$ cat src/rtl/mem_arbiter.sv
// rtl/mem_arbiter.sv - round-robin arbiter sharing one fixed-latency memory port between fetch and data ports
module mem_arbiter #(
    parameter int ADDR_W  = 16,
    parameter int LATENCY = 1
) (
    input  logic              clk,
    input  logic              rst,
    input  logic              i_req,
    input  logic [31:0]       i_addr,
    output logic              i_ack,
    output logic [31:0]       i_rdata,
    input  logic              d_req,
    input  logic              d_we,
    input  logic [31:0]       d_addr,
    input  logic [31:0]       d_wdata,
    output logic              d_ack,
    output logic [31:0]       d_rdata,
    output logic              mem_en,
    output logic              mem_we,
    output logic [ADDR_W-1:0] mem_addr,
    output logic [31:0]       mem_wdata,
    input  logic [31:0]       mem_rdata
);
    typedef enum logic [1:0] {IDLE, ISSUE, WAIT, DONE} state_t;

    localparam logic       PORT_I = 1'b0;
    localparam logic       PORT_D = 1'b1;
    localparam logic [3:0] LAT    = 4'(LATENCY);

    state_t      state;
    logic        owner;
    logic        last;
    logic        write_op;
    logic [3:0]  count;
    logic        winner;
    logic [31:0] sel_addr;
    logic        unused_addr_bits;

    // On a tie the port that did not win last time gets the memory.
    always_comb begin
        winner   = (i_req && d_req) ? ~last : d_req;
        sel_addr = (winner == PORT_D) ? d_addr : i_addr;
    end

    assign unused_addr_bits = ^{sel_addr[31:ADDR_W+2], sel_addr[1:0]};

    always_ff @(posedge clk or negedge rst) begin
        if (!rst) begin
            state     <= IDLE;
            owner     <= PORT_I;
            last      <= PORT_D;
            write_op  <= 1'b0;
            count     <= '0;
            i_ack     <= 1'b0;
            d_ack     <= 1'b0;
            i_rdata   <= '0;
            d_rdata   <= '0;
            mem_en    <= 1'b0;
            mem_we    <= 1'b0;
            mem_addr  <= '0;
            mem_wdata <= '0;
        end else begin
            case (state)
                IDLE: begin
                    if (i_req || d_req) begin
                        owner     <= winner;
                        last      <= winner;
                        write_op  <= (winner == PORT_D) && d_we;
                        mem_en    <= 1'b1;
                        mem_we    <= (winner == PORT_D) && d_we;
                        mem_addr  <= sel_addr[ADDR_W+1:2];
                        mem_wdata <= (winner == PORT_D) ? d_wdata : '0;
                        state     <= ISSUE;
                    end
                end
                ISSUE: begin
                    mem_en    <= 1'b0;
                    mem_we    <= 1'b0;
                    mem_addr  <= '0;
                    mem_wdata <= '0;
                    count     <= LAT;
                    state     <= WAIT;
                end
                WAIT: begin
                    if (count == 4'd1) begin
                        // Read data is valid only on the last wait cycle; writes leave d_rdata alone.
                        if (owner == PORT_I) begin
                            i_rdata <= mem_rdata;
                            i_ack   <= 1'b1;
                        end else begin
                            if (!write_op) d_rdata <= mem_rdata;
                            d_ack <= 1'b1;
                        end
                        state <= DONE;
                    end else begin
                        count <= count - 4'd1;
                    end
                end
                DONE: begin
                    i_ack <= 1'b0;
                    d_ack <= 1'b0;
                    state <= IDLE;
                end
                default: state <= IDLE;
            endcase
        end
    end
endmodule
$ cat config.mk
export PLATFORM = sky130hd
export DESIGN_NAME = mem_arbiter
export DESIGN_NICKNAME = d
export VERILOG_FILES = /design/src/rtl/mem_arbiter.sv
export SDC_FILE = /design/constraint.sdc
export NUM_CORES = 1
export LEC_CHECK = 0
export CORE_ASPECT_RATIO = 0.6
export CORE_MARGIN = 2
export CORE_UTILIZATION = 35
export CTS_BUF_LIST = sky130_fd_sc_hd__clkbuf_16
export CTS_CLUSTER_SIZE = 40
export DETAILED_ROUTE_END_ITERATION = 8
export PLACE_DENSITY = 0.74
export SKIP_CTS_REPAIR_TIMING = 1
export SLEW_MARGIN = 40
export SYNTH_ARGS = -nofsm -noshare
export SYNTH_HDL_FRONTEND = slang
export SYNTH_SLANG_ARGS = --single-unit
$ cat constraint.sdc
create_clock -name clk -period 1.8 [get_ports clk]
set_clock_uncertainty 0.05 [all_clocks]
set_input_delay 0.54 -clock clk [delete_from_list [all_inputs] [get_ports clk]]
set_output_delay 0.54 -clock clk [all_outputs]
set_load 0.01 [all_outputs]
# After elaboration in Yosys (flattened, before gate mapping)

Cells that the tools add are included.

Flip-flop bits (word level): 125
Input port bits: 133
Output and inout bits: 116

Add/subtract/negate cells: 1
Equality and inequality tests: 9
Mux-type cells: 22
Bitwise operators: 3
Reduce and logical (&&, ||, !) cells: 15

Operators by type and width:

| cell                | number |
|---|---|
| $mux 32             | 2 |
| $pmux 32 s2         | 1 |
| $pmux 16 s2         | 1 |
| $mux 18             | 1 |
| $mux 16             | 1 |
| $ne 2x2->1 const B  | 5 |
| $reduce_and 3->1    | 3 |
| $pmux 1 s2          | 4 |
| $pmux 2 s4          | 1 |
| $pmux 4 s2          | 1 |
| $reduce_and 2->1    | 4 |
| $mux 1              | 7 |
| $reduce_bool 2->1   | 3 |
| $eq 2x2->1 const B  | 2 |
| $eq 4x1->1 const B  | 1 |
| $mux 2              | 2 |
| $mux 4              | 1 |
| $reduce_and 4->1    | 1 |
| $sub 4x1->4 const B | 1 |
| $not 1->1           | 3 |
| $eq 2x1->1 const B  | 1 |
| $logic_and 1x1->1   | 2 |
| $logic_not 2->1     | 1 |
| $logic_or 1x1->1    | 1 |

# Depth between registers and ports, before layout

Depth after elaboration: 5
Mapped depth: 7
Gate-level depth less buffers: 5

# Worst setup path before layout

No wires, ideal clock.

Path type: register -> register
Start point: register state[0]
End point: register i_rdata[0]
Library setup time: 0.125 ns
Data arrival time: 1.838 ns
Required time: 1.625 ns
Slack: -0.213 ns
Stages on the path, launching flop included: 8
Period minus slack after synthesis: 2.013 ns
Path through: dfrtp_1 > inv_1 > ha_1 > clkbuf_1 > inv_1 > nor3_4 > buf_6 > mux2_2

Word-level cells in the longest chain between the ends: 2

RTL lines:

| what                       | line | RTL |
|---|---|---|
| start: declaration         | 30   | `state_t state;` |
| start signal: assignment   | 49   | `state <= IDLE;` |
| start signal: assignment   | 73   | `state <= ISSUE;` |
| start signal: assignment   | 82   | `state <= WAIT;` |
| $eq 2x2->1                 | 63   | `case (state)` |
| $reduce_and 3->1 (no line) | --   |  |
| end signal: assignment     | 88   | `i_rdata <= mem_rdata;` |
| end: declaration           | 11   | `output logic [31:0] i_rdata,` |

Every way passes these cells.
A chain may end at the register's enable or synchronous reset.

# Worst setup path after layout

Start point: register count[1]
End point: register i_rdata[15]

Word-level cells in the longest chain between the ends: 2

RTL lines:

| what                       | line | RTL |
|---|---|---|
| start: declaration         | 34   | `logic [3:0] count;` |
| start signal: assignment   | 96   | `count <= count - 4'd1;` |
| $eq 4x1->1                 | 85   | `if (count == 4'd1) begin` |
| $reduce_and 3->1 (no line) | --   |  |

Every way passes these cells.

==> flow_metrics.py <==
metrics = {
    "status": {
        "status": "complete, but fails checks",
        "violations": "negative setup slack",
    },
    "sta": {
        "drv_slew": 0,
        "worst_slew_pin_slew_ns": 0.641,
        "finalHoldViolCount": 0,
        "worst_hold_slack_ns": 0.00550,
        "period_needed_ns": 1.99,
        "setup_slack_ns": -0.193,
        "fin_crit_sh": 1.11,
        "rsz0062_at_grt": "yes",
        "max_slew_margin": 0.571,
        "max_freq_mhz": 502,
        "setup_viol": 49,
    },
    "flow_run": {
        "max_cap_viol_count": 0,
    },
    "place": {
        "post_dp_cell_area_um2": 7580,
        "pre_cts_ws_ns": -0.343,
        "placed_cells": 751,
        "portBuffers": 216,
        "dp_hpwl_um": 9820,
        "place.gp.congestion": 0.781,
    },
    "detailed_routing": {
        "dr.pass1.iters": 4,
        "viasPerCell": 4.91,
        "routed-via-count": 3917,
        "drt_iter0_markers": 111,
        "finalWirelength_um": 15000,
        "drc": 0,
        "postRouteAntennaNets": 0,
        "wl_per_cell_um": 18.9,
    },
    "yosys": {
        "synth_ff_type": "dfrtp_1",
        "syn_inst": 334,
        "syn_nets": 474,
        "async_flop_share": 1.00,
        "synth.avg_cell_area_um2": 14.9,
        "ys_seq_area_frac": 0.630,
        "synth-edff-count": 0,
        "synth_cell_type_count": 40,
        "ys_warn_count": 0,
        "syn_area_um2": 4970,
        "synth-seq-cells": 125,
    },
    "clock_tree": {
        "clock_sinks": 125,
        "cts_tree": "yes",
        "cts_made_buffers": 17,
        "cts_root_buffer": "clkbuf_16",
        "worstSkewPairLatency_ns": 0.40,
        "cts_max_level": 4,
        "clk_path_buf_depth": 2,
        "clk_pin_slew_ns": 0.06,
    },
    "power": {
        "p_per_area_nw_per_um2": 1760,
        "vdd_ir_drop_max_mv": 0.871,
        "switching_share": 0.324,
        "p_clk_frac": 0.219,
        "p_seq_frac": 0.318,
        "p_int_uw": 10500,
        "static-leakage-power_uw": 0.00511,
        "p_comb_frac": 0.463,
        "p_sw_uw": 5030,
    },
    "layout": {
        "final_layout_size_suffix_gt1_frac": 0.264,
        "area_growth_pct": 77.4,
        "diodes": 0,
        "fin_area_um2": 8810,
        "instances_no_fill": 797,
        "layout.nets": 732,
    },
    "worst_setup_path": {
        "reg2reg_slack_ns": -0.19,
        "timing.rr.end": "i_rdata[15]$_DFFE_PN0P_",
        "arrival_ns": 2.23,
        "r2r_cells": 7,
        "crit_fanout": 12,
        "reg2reg_from": "count[1]$_DFFE_PN0P_",
        "worstPathRequired_ns": 2.04,
        "endpoint_kind": "flip-flop",
        "crit_path_start_kind": "flip-flop",
        "worstSetupPathType": "reg -> reg",
    },
    "floorplanning": {
        "die_h_um": 96.3,
        "die_w_um": 158,
        "initial_core_util": 0.361,
        "num_rows": 33,
        "io_pins": 249,
        "core_um2": 13700,
        "dieArea_um2": 15200,
    },
    "min_path": {
        "hp-class": "in -> async",
    },
    "grt": {
        "grt_pass1_wl_um": 20800,
        "grt_pass1_vias": 4126,
        "grt_max_degree": 44,
        "grt_overflow": 0,
        "antenna_found_initial": 0,
        "track_usage": 0.179,
    },
}
[layout by cell type (no fill, tap or decap), types with 4 or more instances in the layout]
cell and instances:
a21boi_1 11, a221o_1 16, a22o_1 34, buf_12 8
buf_4 29, clkbuf_16 23, clkdlybuf4s50_1 99, clkinv_4 5
dfrtp_1 123, dlymetal6s2s_1 116, inv_6 4, mux2_2 47
mux2_4 16, nand2_1 6, o21ai_0 7
[power by group through the flow]
stage / clock (µW) / sequential, µW / combinational, µW
2_1_floorplan: 0 / 5460 / 2510
3_3_place_gp: 0 / 4910 / 6600
3_5_place_dp: 0 / 4960 / 6730
4_1_cts: 3460 / 4960 / 6760
5_1_grt: 3590 / 5110 / 7660
6_report: 3400 / 4930 / 7190
[through the flow]
stage / utilization / setup TNS (ns) / total power (µW)
after detailed placement: 0.551 / -18.65 / 11700
final: 0.641 / -4.84 / 15500
after CTS: 0.594 / -18.00 / 15200
after global placement: 0.551 / -20.45 / 11500
after floorplan: - / -3.35 / 7970
after global routing: 0.641 / -9.39 / 16400
[sequential cells by signal, summed over array words and instances (netlist names)]
name,cells
owner,1
i_rdata,32
mem_wdata,32
mem_addr,16
d_ack,1
d_rdata,32
last,1
mem_we,1
mem_en,1
count,4
i_ack,1
state,2
write_op,1
[worst max-delay path: stages (launching register included)]
cell and delay (ns):
dfrtp_1 0.38, inv_2 0.08, ha_4 0.13, or3b_4 0.40, nor3_4 0.16, buf_12 0.16, clkbuf_16 0.18, mux2_2 0.34
[metal layers]
layer / wire length [µm] / GRT usage / vias to the layer above
met1: 6890 / 0.227 / 1995
met2: 7000 / 0.287 / 130
met3: 968 / 0.0599 / 14
met4: 173 / 0.0629 / 0
li1: - / - / 1778
met5: 0 / 0 / -
[worst max-delay path by stage]
stage / start / end / cells after the start
2_1_floorplan: count[1]$_DFFE_PN0P_ / i_rdata[0]$_DFFE_PN0P_ / 6
5_1_grt: count[1]$_DFFE_PN0P_ / i_rdata[15]$_DFFE_PN0P_ / 7
3_5_place_dp: i_req / mem_addr[1]$_DFFE_PN0P_ / 5
3_3_place_gp: d_req / mem_addr[7]$_DFFE_PN0P_ / 4
6_report: count[1]$_DFFE_PN0P_ / i_rdata[15]$_DFFE_PN0P_ / 7
4_1_cts: count[1]$_DFFE_PN0P_ / i_rdata[17]$_DFFE_PN0P_ / 6
[cell usage after synthesis, types with 2 or more instances]
cell type  instances  share of area
ha_1               7          0.018
nor2_1             3         0.0023
a21boi_1           2         0.0030
a21o_1             3         0.0045
a22o_1            34          0.060
nor3_1             2         0.0020
mux2_2            63           0.14
buf_4              3         0.0045
buf_6              3         0.0068
mux2_1             2         0.0045
a21boi_0          15          0.023
buf_2              5         0.0050
clkbuf_1           9         0.0068
nand2_1            6         0.0045
nand2b_1           2         0.0025
inv_1              6         0.0045
a221o_1           16          0.032
nor2b_1            2         0.0025
o21ai_0            7         0.0071
dfrtp_1          124           0.62
[final cells by class]
class / instances / area, µm²
clock buffers: 17 / 425
clock inverters: 15 / 164
fillers: 1034 / 4940
inverters: 6 / 25.0
multi-input cells: 182 / 1830
flip-flops and latches: 125 / 3130
well taps: 192 / 240
repair buffers: 260 / 2990
[cells by family (layout without fill, tap and decap cells)]
| family | after synthesis | count (layout) | synth area share |
|---|---|---|---|
| AO/OA/AOI/OAI | 85 | 85 | 0.143 |
| adder cells (fa/ha/maj) | 7 | 7 | 0.0176 |
| buffers and inverters | 27 | 298 | 0.0287 |
| flip-flops | 125 | 125 | 0.630 |
| multiplexers | 66 | 66 | 0.149 |
| AND/OR/NAND/NOR | 24 | 24 | 0.0310 |
(Power assumes the default switching activity.)
